<file path="config.mk">
export PLATFORM = sky130hd
export DESIGN_NAME = ram_arbiter
export DESIGN_NICKNAME = d
export VERILOG_FILES = /design/src/rtl/ram_arb_pkg.sv /design/src/rtl/ram_arbiter_rr_pick.sv /design/src/rtl/ram_arbiter.sv
export SDC_FILE = /design/constraint.sdc
export NUM_CORES = 1
export LEC_CHECK = 0
export CAP_MARGIN = 20
export CORE_ASPECT_RATIO = 1.1
export CORE_MARGIN = 2
export CORE_UTILIZATION = 36
export CTS_BUF_LIST = sky130_fd_sc_hd__clkbuf_2
export CTS_CLUSTER_SIZE = 16
export DETAILED_ROUTE_END_ITERATION = 8
export GPL_TIMING_DRIVEN = 0
export PLACE_DENSITY = 0.83
export SYNTH_ARGS = -nofsm -noshare
export SYNTH_HDL_FRONTEND = slang
export SYNTH_SLANG_ARGS = --single-unit
</file>
<file path="constraint.sdc">
create_clock -name clk -period 3.1 [get_ports clk]
set_clock_uncertainty 0.1 [all_clocks]
set_input_delay 0.465 -clock clk [delete_from_list [all_inputs] [get_ports clk]]
set_output_delay 0.465 -clock clk [all_outputs]
set_load 0.01 [all_outputs]
</file>
<file path="src/rtl/ram_arb_pkg.sv">
// Shared definitions for the four-port RAM8 arbiter: FSM encoding and default sizing.
// Optional feature macro used by the arbiter: RAM_ARB_LOCK_EN.
package ram_arb_pkg;

    localparam int NREQ_DEF  = 4;
    localparam int WIDTH_DEF = 16;
    localparam int AW_DEF    = 3;

    typedef enum logic {
        IDLE  = 1'b0,
        GRANT = 1'b1
    } state_e;

endpackage

</file>
<file path="src/rtl/ram_arbiter_rr_pick.sv">
// Combinational round-robin picker: first set request found searching upward
// from (last + 1) mod NREQ, returned both one-hot and as an index.
module rr_pick
    import ram_arb_pkg::*;
#(
    parameter int NREQ = NREQ_DEF,
    parameter int IW   = (NREQ > 1) ? $clog2(NREQ) : 1
) (
    input  logic [NREQ-1:0] req,
    input  logic [IW-1:0]   last,
    output logic [NREQ-1:0] pick,
    output logic [IW-1:0]   index,
    output logic            any
);

    logic [IW-1:0] cand;

    always_comb begin
        pick  = '0;
        index = '0;
        any   = 1'b0;
        cand  = '0;
        for (int unsigned k = 1; k <= unsigned'(NREQ); k++) begin
            cand = IW'((32'(last) + k) % unsigned'(NREQ));
            if (!any && req[cand]) begin
                any         = 1'b1;
                index       = cand;
                pick[cand]  = 1'b1;
            end
        end
    end

endmodule

</file>
<file path="src/rtl/ram_arbiter.sv">
// Round-robin arbiter sharing one RAM8 between NREQ requesters, one access per grant.
// Define RAM_ARB_LOCK_EN to add the lock port for back-to-back locked accesses.
module ram_arbiter
    import ram_arb_pkg::*;
#(
    parameter int NREQ  = NREQ_DEF,
    parameter int WIDTH = WIDTH_DEF,
    parameter int AW    = AW_DEF
) (
    input  logic                  clk,
    input  logic                  reset,
`ifdef RAM_ARB_LOCK_EN
    input  logic [NREQ-1:0]       lock,
`endif
    input  logic [NREQ-1:0]       req,
    input  logic [NREQ-1:0]       we,
    input  logic [NREQ*AW-1:0]    addr,
    input  logic [NREQ*WIDTH-1:0] wdata,
    output logic [NREQ-1:0]       gnt,
    output logic [NREQ-1:0]       rvalid,
    output logic [WIDTH-1:0]      rdata,
    output logic                  mem_load,
    output logic [AW-1:0]         mem_addr,
    output logic [WIDTH-1:0]      mem_in,
    input  logic [WIDTH-1:0]      mem_out
);

    localparam int IW = (NREQ > 1) ? $clog2(NREQ) : 1;

    state_e           state_q, state_d;
    logic [IW-1:0]    g_q, g_d;
    logic [IW-1:0]    last_q, last_d;
    logic [NREQ-1:0]  goh_q, goh_d;
    logic [NREQ-1:0]  rvalid_q, rvalid_d;
    logic [WIDTH-1:0] rdata_q, rdata_d;

    logic [NREQ-1:0]  pick;
    logic [IW-1:0]    pick_idx;
    logic             pick_any;
    logic             stay;

    rr_pick #(
        .NREQ (NREQ),
        .IW   (IW)
    ) u_pick (
        .req   (req),
        .last  (last_q),
        .pick  (pick),
        .index (pick_idx),
        .any   (pick_any)
    );

`ifdef RAM_ARB_LOCK_EN
    assign stay = lock[g_q] & req[g_q];
`else
    assign stay = 1'b0;
`endif

    always_ff @(posedge clk) begin
        if (reset) begin
            state_q  <= IDLE;
            g_q      <= '0;
            goh_q    <= '0;
            last_q   <= IW'(NREQ - 1);
            rvalid_q <= '0;
            rdata_q  <= '0;
        end else begin
            state_q  <= state_d;
            g_q      <= g_d;
            goh_q    <= goh_d;
            last_q   <= last_d;
            rvalid_q <= rvalid_d;
            rdata_q  <= rdata_d;
        end
    end

    // Read data is captured from the RAM during the grant cycle and presented one cycle later.
    always_comb begin
        state_d  = state_q;
        g_d      = g_q;
        goh_d    = goh_q;
        last_d   = last_q;
        rvalid_d = '0;
        rdata_d  = rdata_q;
        case (state_q)
            IDLE: begin
                if (pick_any) begin
                    state_d = GRANT;
                    g_d     = pick_idx;
                    goh_d   = pick;
                end
            end
            GRANT: begin
                if (!we[g_q]) begin
                    rvalid_d = goh_q;
                    rdata_d  = mem_out;
                end
                if (!stay) begin
                    state_d = IDLE;
                    last_d  = g_q;
                end
            end
            default: state_d = IDLE;
        endcase
    end

    always_comb begin
        gnt      = '0;
        mem_load = 1'b0;
        mem_addr = '0;
        mem_in   = '0;
        if (state_q == GRANT && !reset) begin
            gnt      = goh_q;
            mem_load = we[g_q];
            mem_addr = addr[g_q*AW +: AW];
            mem_in   = wdata[g_q*WIDTH +: WIDTH];
        end
    end

    assign rvalid = rvalid_q;
    assign rdata  = rdata_q;

endmodule

</file>
* Yosys cells after proc, flatten, opt, wreduce, memory -nomap -nowiden
Cells that the tools add are included.
Word-level totals: input bits 102, output and inout port bits 44, word-level logic and storage cells 78, flip-flop bits (word level) 29
Cells by class: order comparisons 9, shift-type cells 2, $add $sub $neg 4, mux-type cells 36, reduce and logical (&&, ||, !) cells 15, bitwise operators 5, multiply operators 1
Operators with widths (number):
- 64-bit by 7-bit variable part select with 16-bit output | 1
- 4-bit two-way mux | 5
- 16-bit two-way mux | 1
- 2-bit by 3-bit less-than comparator with 1-bit output, second input constant | 5
- 1-bit two-way mux | 15
- 4-bit bitwise OR | 3
- 12-bit by 5-bit variable part select with 3-bit output | 1
- 1-bit binary-select mux with 2-bit select | 5
- 1-bit demux with 2-bit select | 4
- 2-bit by 1-bit greater-or-equal comparator with 1-bit output, second input constant | 4
- 1-bit logical AND | 8
- 2-bit two-way mux | 4
- 2-bit by 1-bit adder with 2-bit output, second input constant | 2
- 2-bit adder, second input constant | 2
- 1-bit zero test | 4
- 2-bit by 2-bit multiplier with 4-bit output, second input constant | 1
- 2-bit AND reduction | 2
- 3-bit two-way mux | 1
- 3-bit OR reduction | 1
- 1-bit inverter | 2
- 1-bit case mux with 2 select lines | 1

* Longest topological paths before layout
depth in word-level cells 15, mapped depth 8, gate-level depth less buffers 7

* Cells and area by module
A second synthesis with hierarchy kept.
Unflattened totals: cell total of the unflattened synthesis 249, area total of the unflattened synthesis 2477.4 um^2
Modules (own cells, without submodules):
- ram_arbiter | instances 1, cells each 163, area an instance 1848.0 um^2, sequential area each 580.6 um^2
- rr_pick | instances 1, cells each 86, area an instance 629.4 um^2, sequential area each 0.0 um^2

* Worst setup path before layout
OpenSTA, ideal clock, no wires.
kind reg-to-reg, start reg last_q[0], end reg goh_q[2], arrival time 1961 ps, setup time 134 ps, data required time 2866 ps, period minus slack after synthesis 2195 ps, buffers on the path 1, path slack 905 ps, stages on the path, launching flop included 9, path through dfxtp_1 -> buf_6 -> inv_1 -> ha_1 -> mux4_1 -> nand2b_4 -> nor2_4 -> a21oi_1 -> a211oi_1
On the way: word-level cells in the longest chain between the ends 14, elaborated cells between the ends (all ways) 50, those cells by class add/sub (4); order compare (8); mux (24); bitwise (3); reduce/logical (11)
RTL lines:
- from (decl) | RTL line ram_arbiter.sv:32 | logic [IW-1:0] last_q, last_d;
- from (signal assigned) | RTL line ram_arbiter.sv:64 | last_q <= IW'(NREQ - 1);
- from (signal assigned) | RTL line ram_arbiter.sv:71 | last_q <= last_d;
- parallel branches: the longest is 14 deep, another holds 2-bit by 3-bit less-than comparator with 1-bit output
- to (signal assigned) | RTL line ram_arbiter.sv:70 | goh_q <= goh_d;
- to (decl) | RTL line ram_arbiter.sv:33 | logic [NREQ-1:0] goh_q, goh_d;
Parallel ways; which one is timed is not known. The select of a mux whose other input is x is not followed. A chain may end at the register's enable or synchronous reset.

* Worst setup path in the final report
start reg g_q[0], end out mem_in[0]
On the way: word-level cells in the longest chain between the ends 2
RTL lines:
- from (decl) | RTL line ram_arbiter.sv:31 | logic [IW-1:0] g_q, g_d;
- from (signal assigned) | RTL line ram_arbiter.sv:69 | g_q <= g_d;
- 64-bit by 7-bit variable part select with 16-bit output | RTL line ram_arbiter.sv:116 | mem_in = wdata[g_q*WIDTH +: WIDTH];
- 16-bit two-way mux | RTL line ram_arbiter.sv:112 | if (state_q == GRANT && !reset) begin
- to (decl) | RTL line ram_arbiter.sv:24 | output logic [WIDTH-1:0] mem_in,
No other way between the ends.

==> results <==
[how the worst min path moves through the flow]
| stage | start | to | slack [ps] | cells past startpoint |
|---|---|---|---|---|
| after global placement | goh_q[1]$_SDFFE_PP0P_ | rvalid[1]$_SDFF_PP0_ | 360 | 1 |
| after floorplan | goh_q[0]$_SDFFE_PP0P_ | rvalid[0]$_SDFF_PP0_ | 340 | 1 |
| after detailed placement | goh_q[0]$_SDFFE_PP0P_ | rvalid[0]$_SDFF_PP0_ | 370 | 1 |
| after global routing | goh_q[0]$_SDFFE_PP0P_ | rvalid[0]$_SDFF_PP0_ | 410 | 1 |
| after CTS | reset | goh_q[0]$_SDFFE_PP0P_ | 390 | 2 |
| final | goh_q[1]$_SDFFE_PP0P_ | rvalid[1]$_SDFF_PP0_ | 400 | 1 |
[registers in the layout, indices dropped and copies added, names as in the netlist]
name	cells
last_q	2
rvalid	4
state_q	1
rdata	16
g_q	2
goh_q	4
[final cells by class]
cell class	count	area, µm²
inverters	4	16.3
clock buffers	6	30.0
clock inverters	2	33.8
flip-flops and latches	29	581
multi-input cells	145	1400
plain buffers	12	67.6
fillers	465	1810
well taps	75	93.8
repair buffers	144	1440
[metal layers]
layer  wire length, µm  vias up  GRT usage
met1              2600     1001      0.250
met5                 0        -          0
met2              3660       94      0.408
li1                  -     1012          -
met4               114        0     0.0529
met3               500       12     0.0511
[power groups by stage]
| stage | Sequential (µW) | Clock [µW] | Combinational, µW |
|---|---|---|---|
| final | 422 | 265 | 493 |
| after global routing | 428 | 292 | 530 |
| after CTS | 423 | 269 | 496 |
| after detailed placement | 431 | 0 | 495 |
| after global placement | 430 | 0 | 483 |
| after floorplan | 432 | 0 | 256 |
[cells by family (layout without fill, tap and decap cells)]
kind of cell               after synthesis  in the layout  share of synthesized area
and+or+nand+nor                         70             70                      0.187
muxes                                   42             42                      0.346
DFF                                     29             29                      0.282
AOI/OAI and AO/OA                       25             25                     0.0960
buffers and inverters                   16            168                     0.0401
adders and majority gates                8              8                     0.0486
[through the flow]
step | total power (µW) | cell area [µm²] | hold WS (ps) | setup WS [ps]
global placement | 913 | 3590 | 360 | 466
finish | 1180 | 3660 | 399 | 149
floorplan | 688 | 2060 | 345 | 905
CTS | 1190 | 3660 | 393 | 107
detailed placement | 926 | 3590 | 371 | 420
global route | 1250 | 3660 | 410 | 13.0
[repair_timing]
action                     in CTS  in global routing
hold buffers                    0                  0
gates resized for setup         0                  2
setup endpoints to repair       0                  1
[cell usage in the layout, fill, tap and decap left out]
master           instances
and3_1                   4
mux2i_1                 18
mux2_2                   1
inv_1                    3
mux4_2                  22
clkinv_1                 1
o31a_1                   1
nor2_4                   1
nor3b_1                  1
a21oi_1                  8
buf_2                    2
a2111oi_0                1
bufinv_16                1
clkbuf_1                 5
clkbuf_2                 7
clkinv_2                 1
buf_1                    1
nand2_1                  3
dfxtp_1                 29
clkdlybuf4s50_1        144
o21ai_0                  1
buf_4                    1
o41ai_4                  1
a21o_1                   1
ha_1                     8
nor3_1                   1
buf_6                    2
nor2_1                  26
nand2b_4                 1
mux4_1                   1
and2_1                  28
nand4_1                  1
o211ai_2                 1
and3b_2                  2
nor2b_1                  1
o211ai_1                 3
a221oi_1                 4
a211oi_1                 4
nand2b_1                 1
[critical path: cells and delay by family, from the launching register on]
family | cells | cell delay (ps)
buf+inv | 2 | 840
flops | 1 | 460
mux | 1 | 540
simple gates | 1 | 200
==> out/metrics.csv <==
metric,value,unit
pin count of the biggest net entering global routing,11,
"CTS clk-pin slew, worst paths",150,ps
Peak supply drop,0.219,mV
Syn. warnings,0,
worst skew pair latency,340,ps
CP Capture Point,mem_in[0],
placed cells,409,
Antenna Nets Post-Route,0,
TNS Setup,0,ps
Util after Layout,0.670,
"Setup Fix Bufs, Post-CTS",0,
critical path class,reg2out,
actual slew at the worst max-slew pin,562,ps
Starting Density,0.377,
number of global-route vias before repair,2120,
vias,2119,
# diodes,0,
combinational fraction of design power,0.418,
clock share of power,0.224,
period utilisation layout,0.952,
CTS H-tree lvls,2,
PortBufs,144,
Critical-path top delay cell,mux4_2,
Crit path largest cell delay,540,ps
Max transition margin,0.625,
FMAX,339,MHz
share of async-settable or async-resettable flops after synthesis,0,
Routed Wire Length,6880,µm
PwrDens,322,mW/mm²
# IOs,146,
Max-Cap Viols,0,
P_int,849,µW
"Critical Path, Cell by Cell","buf_2, mux4_2, and2_1, clkdlybuf4s50_1",
TritonCTS clock tree,done,
ys flop type,dfxtp_1,
CP endpoint kind,primary output,
detailed-route wire length per cell,16.5,µm
unrepaired setup endpoints after global routing,false,
CP Data Required Time,2530,ps
TritonCTS Sinks,29,
Worst Reg-to-Reg Cells,8,
P_sw,331,µW
DRT iter0 DRCs,79,
worst r2r src,last_q[0]$_SDFFE_PP1P_,
ratio of cells with drive above 1 in the final layout,0.126,
Via density,5.08,
initial antenna violation count,0,
final setup violation count,0,
clock buffer depth,2,
"top cells by area, synth","dfxtp_1 (28%), mux4_2 (24%), mux2i_1 (8.7%), and2_1 (8.5%), ha_1 (4.9%)",
switching share of power,0.281,
die height,83.3,µm
Post-synth EDFFs,0,
Die W,76.1,µm
Core Area,0.00547,mm²
CP arrival,2390,ps
"flops & latches, synth",29,
r2r setup slk,680,ps
Syn Nets,300,
Tmin final,2950,ps
Yosys top cell by area,dfxtp_1,
1st-pass router iterations,4,
cell with the most instances after synthesis,dfxtp_1,
Final HPWL DP,5720,µm
Seq pwr share,0.358,
gr usage total,0.218,
post-synth top area share,0.282,
Crit Path Max Fanout,10,
CTS Buf Count,5,
"top cells by count, synth","dfxtp_1 (29), and2_1 (28), nor2_1 (26)",
HP Class,reg2reg,
cells after synthesis,190,
Final Hold Viols,0,
final routed DRC violation total,0,
Area Overhead vs Synth,77.7,%
Layout Cells excl Fill,417,
Synth cell types,35,
end of the worst register-to-register path,goh_q[2]$_SDFFE_PP0P_,
global-route wire length before repair,11200,µm
Placer Congestion,0.888,
Pins Over Slew Limit,0,
"Seq/Total Area, Yosys",0.282,
Post-Syn Area,0.00206,mm²
Die ar.,0.00634,mm²
CP Launch Type,flip-flop,
GRT overflow,0,
Nets,451,
worst setup path start,g_q[0]$_SDFFE_PP0P_,
status,"complete, no violations",
Post-Syn Area per Cell,10.8,µm²
Leakage,0.00148,µW
CTS root buf,clkbuf_2,
row count,28,
No activity file was read; power rests on OpenSTA's default activity.
